**config.mk**
```make
export PLATFORM = sky130hd
export DESIGN_NAME = scalar_lsu
export DESIGN_NICKNAME = d
export VERILOG_FILES = /design/src/rtl/scalar_lsu.sv
export SDC_FILE = /design/constraint.sdc
export NUM_CORES = 1
export LEC_CHECK = 0
export ABC_AREA = 1
export ABC_CLOCK_PERIOD_IN_PS = 10100
export BUFFER_PORTS_ARGS = -buffer_cell sky130_fd_sc_hd__buf_4
export CAP_MARGIN = 5
export CORE_MARGIN = 10
export CORE_UTILIZATION = 30
export DETAILED_ROUTE_END_ITERATION = 7
export SLEW_MARGIN = 0
export SYNTH_ARGS = -nofsm -noshare
export SYNTH_HDL_FRONTEND = slang
export SYNTH_SLANG_ARGS = --single-unit
export TNS_END_PERCENT = 20
```
**constraint.sdc**
```tcl
create_clock -name CLK -period 10.1 [get_ports CLK]
set_clock_uncertainty 0.15 [all_clocks]
set_input_delay 0.505 -clock CLK [delete_from_list [all_inputs] [get_ports CLK]]
set_output_delay 0.505 -clock CLK [all_outputs]
set_load 0.02 [all_outputs]
```
**src/rtl/scalar_lsu.sv**
```systemverilog
// Scalar load/store unit: one memory op at a time, request held until dmem_ready.
// Loads return as a one-cycle load_ready pulse; misaligned/illegal ops are dropped with misalign_err.
module scalar_lsu #(
   parameter int ADDR_W = 32,
   parameter int REG_W  = 5
) (
   input  logic              CLK,
   input  logic              RST,
   input  logic              issue_valid,
   output logic              issue_ready,
   input  logic              issue_is_store,
   input  logic [2:0]        issue_funct3,
   input  logic [ADDR_W-1:0] issue_addr,
   input  logic [31:0]       issue_wdata,
   input  logic [REG_W-1:0]  issue_rd,
   output logic              dmem_ren,
   output logic              dmem_wen,
   output logic [ADDR_W-1:0] dmem_addr,
   output logic [3:0]        dmem_byteen,
   output logic [31:0]       dmem_store,
   input  logic              dmem_ready,
   input  logic [31:0]       dmem_load,
   output logic              load_ready,
   output logic [31:0]       dmemload,
   output logic [REG_W-1:0]  reg_sel_load,
   output logic              misalign_err
);

   typedef enum logic [1:0] {S_IDLE, S_REQ, S_RESP} state_t;

   state_t            state_q, state_d;
   logic              ren_q, ren_d;
   logic              wen_q, wen_d;
   logic [ADDR_W-1:0] addr_q, addr_d;
   logic [3:0]        be_q, be_d;
   logic [31:0]       st_q, st_d;
   logic [31:0]       ld_q, ld_d;
   logic [REG_W-1:0]  sel_q, sel_d;
   logic              err_q, err_d;
   logic              is_st_q, is_st_d;
   logic [2:0]        f3_q, f3_d;
   logic [1:0]        lane_q, lane_d;
   logic [REG_W-1:0]  rd_q, rd_d;

   logic              acc_bad;
   logic [3:0]        be_calc;
   logic [31:0]       st_calc;
   logic [7:0]        ld_byte;
   logic [15:0]       ld_half;
   logic [31:0]       ld_ext;

   // Illegal encodings share the misalignment path so the op is dropped cleanly.
   always_comb begin
      acc_bad = 1'b1;
      case (issue_funct3)
         3'b000:  acc_bad = 1'b0;
         3'b001:  acc_bad = issue_addr[0];
         3'b010:  acc_bad = |issue_addr[1:0];
         3'b100:  acc_bad = issue_is_store;
         3'b101:  acc_bad = issue_is_store | issue_addr[0];
         default: acc_bad = 1'b1;
      endcase
   end

   always_comb begin
      be_calc = 4'b1111;
      st_calc = issue_wdata;
      case (issue_funct3[1:0])
         2'b00: begin
            be_calc = 4'b0001 << issue_addr[1:0];
            st_calc = {4{issue_wdata[7:0]}};
         end
         2'b01: begin
            be_calc = 4'b0011 << issue_addr[1:0];
            st_calc = {2{issue_wdata[15:0]}};
         end
         default: begin
            be_calc = 4'b1111;
            st_calc = issue_wdata;
         end
      endcase
   end

   // Little-endian lane select on the returned word, then sign/zero extension.
   always_comb begin
      ld_byte = dmem_load[{lane_q, 3'b000} +: 8];
      ld_half = dmem_load[{lane_q[1], 4'b0000} +: 16];
      case (f3_q)
         3'b000:  ld_ext = {{24{ld_byte[7]}}, ld_byte};
         3'b001:  ld_ext = {{16{ld_half[15]}}, ld_half};
         3'b100:  ld_ext = {24'd0, ld_byte};
         3'b101:  ld_ext = {16'd0, ld_half};
         default: ld_ext = dmem_load;
      endcase
   end

   always_comb begin
      state_d = state_q;
      ren_d   = ren_q;
      wen_d   = wen_q;
      addr_d  = addr_q;
      be_d    = be_q;
      st_d    = st_q;
      ld_d    = ld_q;
      sel_d   = sel_q;
      err_d   = 1'b0;
      is_st_d = is_st_q;
      f3_d    = f3_q;
      lane_d  = lane_q;
      rd_d    = rd_q;
      case (state_q)
         S_IDLE: begin
            if (issue_valid) begin
               is_st_d = issue_is_store;
               f3_d    = issue_funct3;
               lane_d  = issue_addr[1:0];
               rd_d    = issue_rd;
               if (acc_bad) begin
                  err_d = 1'b1;
               end else begin
                  state_d = S_REQ;
                  ren_d   = ~issue_is_store;
                  wen_d   = issue_is_store;
                  addr_d  = {issue_addr[ADDR_W-1:2], 2'b00};
                  be_d    = be_calc;
                  st_d    = st_calc;
               end
            end
         end
         S_REQ: begin
            if (dmem_ready) begin
               ren_d = 1'b0;
               wen_d = 1'b0;
               if (is_st_q) begin
                  state_d = S_IDLE;
               end else begin
                  state_d = S_RESP;
                  ld_d    = ld_ext;
                  sel_d   = rd_q;
               end
            end
         end
         S_RESP:  state_d = S_IDLE;
         default: state_d = S_IDLE;
      endcase
   end

   always_ff @(posedge CLK or posedge RST) begin
      if (RST) begin
         state_q <= S_IDLE;
         ren_q   <= 1'b0;
         wen_q   <= 1'b0;
         addr_q  <= '0;
         be_q    <= 4'b0000;
         st_q    <= 32'd0;
         ld_q    <= 32'd0;
         sel_q   <= '0;
         err_q   <= 1'b0;
         is_st_q <= 1'b0;
         f3_q    <= 3'b000;
         lane_q  <= 2'b00;
         rd_q    <= '0;
      end else begin
         state_q <= state_d;
         ren_q   <= ren_d;
         wen_q   <= wen_d;
         addr_q  <= addr_d;
         be_q    <= be_d;
         st_q    <= st_d;
         ld_q    <= ld_d;
         sel_q   <= sel_d;
         err_q   <= err_d;
         is_st_q <= is_st_d;
         f3_q    <= f3_d;
         lane_q  <= lane_d;
         rd_q    <= rd_d;
      end
   end

   assign issue_ready  = (state_q == S_IDLE);
   assign load_ready   = (state_q == S_RESP);
   assign dmem_ren     = ren_q;
   assign dmem_wen     = wen_q;
   assign dmem_addr    = addr_q;
   assign dmem_byteen  = be_q;
   assign dmem_store   = st_q;
   assign dmemload     = ld_q;
   assign reg_sel_load = sel_q;
   assign misalign_err = err_q;

endmodule

```
==> results.sh <==
export IMPL_p_sw_frac=0.365
export IMPL_startpoint="state_q[0]"
export IMPL_p_int_mw=1.38
export IMPL_layout_min_cycle_time_ns=2.62
export IMPL_drtAntennaViolNets=0
export IMPL_critical_path_most_common_cell="inv_1"
export IMPL_irDropWorstVdd_uv=128
export IMPL_nets=1070
export IMPL_synth_area_leaders="dfrtp_1 (52%), nand2_1 (16%), inv_1 (6.6%)"
export IMPL_wl_met1_um=8300
export IMPL_yosys_area_share_simple=0.247
export IMPL_status="completed"
export IMPL_cts_sinks=119
export IMPL_dr_pass1_iters=4
export IMPL_p_leak_nw=4.51
export IMPL_synth_most_common_cell="nand2_1"
export IMPL_p_per_area_mw_per_mm2=266
export IMPL_cts_repair_resized=0
export IMPL_hold_viol=0
export IMPL_die_h_um=159
export IMPL_synth_common_cells="nand2_1 (244), dfrtp_1 (119), inv_1 (102)"
export IMPL_synth_area_mm2=0.00577
export IMPL_track_usage=0.148
export IMPL_utilization=0.433
export IMPL_area_growth_pct=41.4
export IMPL_port_buffers=216
export IMPL_cts_buffers=17
export IMPL_synth_seq_area_share=0.516
export IMPL_dp_hpwl_um=14000
export IMPL_drc=0
export IMPL_root_buffer="clkbuf_16"
export IMPL_syn_area_per_cell_um2=7.57
export IMPL_startpoint_type="register"
export IMPL_grt_pass1_wl_um=29100
export IMPL_synth_top_area_frac=0.516
export IMPL_synthArstFlopShare=1.00
export IMPL_synth_edf_count=0
export IMPL_slew_violations=0
export IMPL_min_from="dmem_ready"
export IMPL_drive_above_1_share=0.272
export IMPL_crit_fanout=51
export IMPL_period_share=0.260
export IMPL_dr_wl_met2_um=8260
export IMPL_ys_flop_type="dfrtp_1"
export IMPL_synthMuxAreaShare=0
export IMPL_synth_compound_area_frac=0.128
export IMPL_io_pins=219
export IMPL_critPathKind="register to register"
export IMPL_clk_pin_slew_ns=0.06
export IMPL_wl_um=18900
export IMPL_yosys_area_top_type="dfrtp_1"
export IMPL_ys_types=25
export IMPL_p_switching_uw=792
export IMPL_avgViaCountPerCell=4.38
export IMPL_antenna_found_initial=0
export IMPL_globalRoute_totalOverflow=0
export IMPL_clk_path_buf_depth=2
export IMPL_cp_cell_sequence="inv_1, nor2_1, nand3_2, inv_2, or2_2, nand2_1, inv_1"
export IMPL_synth_fa_ha_area_frac=0
export IMPL_max_freq_mhz=381
export IMPL_tightest_slew_ns=1.07
export IMPL_slowest_delay_ns=0.78
export IMPL_crit_required_ns=10.30
export IMPL_grt_max_degree=83
export IMPL_total_power_mw=2.17
export IMPL_cap_violations=0
export IMPL_p_clk_frac=0.297
export IMPL_die_area_mm2=0.0252
export IMPL_cts_htree_levels=4
export IMPL_synthCells=762
export IMPL_highest_layer="met4"
export IMPL_route_met3_wl_um=2190
export IMPL_nFillCells=1957
export IMPL_hp_class="input pin to register"
export IMPL_crit_path_end_kind="register"
export IMPL_dieWidth_um=159
export IMPL_coreArea_mm2=0.0188
export IMPL_grt_pass1_vias=5405
export IMPL_sequentialPowerShare=0.338
export IMPL_tritoncts="done"
export IMPL_gp_congestion=0.821
export IMPL_synth_top_family_by_area="simple AND/OR/NAND/NOR gates"
export IMPL_clock_latency_ns=0.41
export IMPL_yosysWarnings=0
export IMPL_regToRegStartpoint="state_q[0]"
export IMPL_antenna_cells=0
export IMPL_pwr_share_comb=0.365
export IMPL_synth_xor_area_frac=0
export IMPL_crit_slowest_cell="nand3_2"
export IMPL_setup_viol=0
export IMPL_cp_arrival_ns=2.82
export IMPL_post_drt_wl_per_cell_um=15.3
export IMPL_num_vias=5409
export IMPL_fin_setup_tns_ns=0
export IMPL_drtIter0Drc=233
export IMPL_rsz0062_at_grt="false"
export IMPL_rows=50
export IMPL_relSlewSlack=0.284
export IMPL_start_util=0.306
export IMPL_ys_ff_latch=119
power by group through the flow:
stage | Combinational (mW) | Sequential (mW) | Clock, mW
6_report | 0.791 | 0.733 | 0.645
5_1_grt | 0.874 | 0.755 | 0.687
4_1_cts | 0.807 | 0.734 | 0.663
3_5_place_dp | 0.807 | 0.738 | 0
3_3_place_gp | 0.800 | 0.736 | 0
2_1_floorplan | 0.269 | 0.905 | 0
critical path, delay by kind of cell (launching register included):
kind          cells  cell delay, ns
buf+inv           3            0.83
flops             1            0.39
simple gates      4            1.18
layout by cell type, fill, tap and decap left out:
cell,instances
o21ai_0,50
conb_1,2
or2_1,11
nand3b_2,1
or2_2,5
clkinvlp_4,1
inv_6,2
dlygate4sd3_1,1
nor3_1,1
o21ai_1,51
nand4_4,1
nand2_1,244
nand3_2,2
clkbuf_16,17
nand3_1,30
o31ai_1,1
clkinv_2,2
a21oi_1,45
nand4_1,1
inv_4,1
dfrtp_1,119
clkinv_4,5
buf_4,219
bufinv_16,4
nor2_1,51
inv_2,4
clkbuf_1,1
inv_1,101
nor2_2,1
per-stage QoR:
step	setup slack, ns	hold WS, ns	instances	cell area (µm²)
after CTS	7.39	0.126	1234	8160
after floorplan	6.29	0.313	763	5770
after global routing	7.15	0.124	1234	8160
final	7.48	0.145	1234	8160
after global placement	7.22	0.314	1201	7520
after detailed placement	7.14	0.317	1201	7520
per-layer routing:
metal	track usage	vias up
met3	0.0777	14
met5	0	-
met4	0.0415	0
met2	0.217	181
li1	-	2764
met1	0.186	2450
path summary, 6_finish.rpt:
kind	to	slack, ns	cells past startpoint
worst max-delay path	dmemload[31]	7.48	7
worst min-delay path	state_q[0]	0.14	2
worst max register to register	dmemload[31]	7.48	7
worst min register to register	dmemload[1]	0.33	2
max in group asynchronous	dmemload[28]	7.79	4
min in group asynchronous	rd_q[0]	0.54	3
cell type report:
cell class,instances,area (µm²),share of cell area
timing repair buffer,220,1650,0.203
sequential,119,2980,0.365
tap,260,325,0.0399
inverter,106,400,0.0491
clock buffer,18,429,0.0526
multi-input combinational,497,2170,0.266
clock inverter,14,199,0.0244
cells by family (layout without fill, tap and decap cells):
logic type      count (synthesis)  count (layout)
other cells                     1               2
buf+inv                       147             358
simple gates                  348             348
compound gates                147             147
flops                         119             119
sequential cells by signal, indices dropped and copies added (netlist names):
register and count:
state_q 2, lane_q 2, dmemload 32, misalign_err 1
is_st_q 1, dmem_store 32, dmem_ren 1, f3_q 3
dmem_byteen 4, dmem_wen 1, reg_sel_load 5, dmem_addr 30
rd_q 5
what timing repair did:
action / CTS / global route
setup endpoints to repair: 0 / 0
setup buffers: 0 / 0
hold buffers: 1 / 0
hold endpoints to repair: 22 / 0
(Power assumes the default switching activity.)
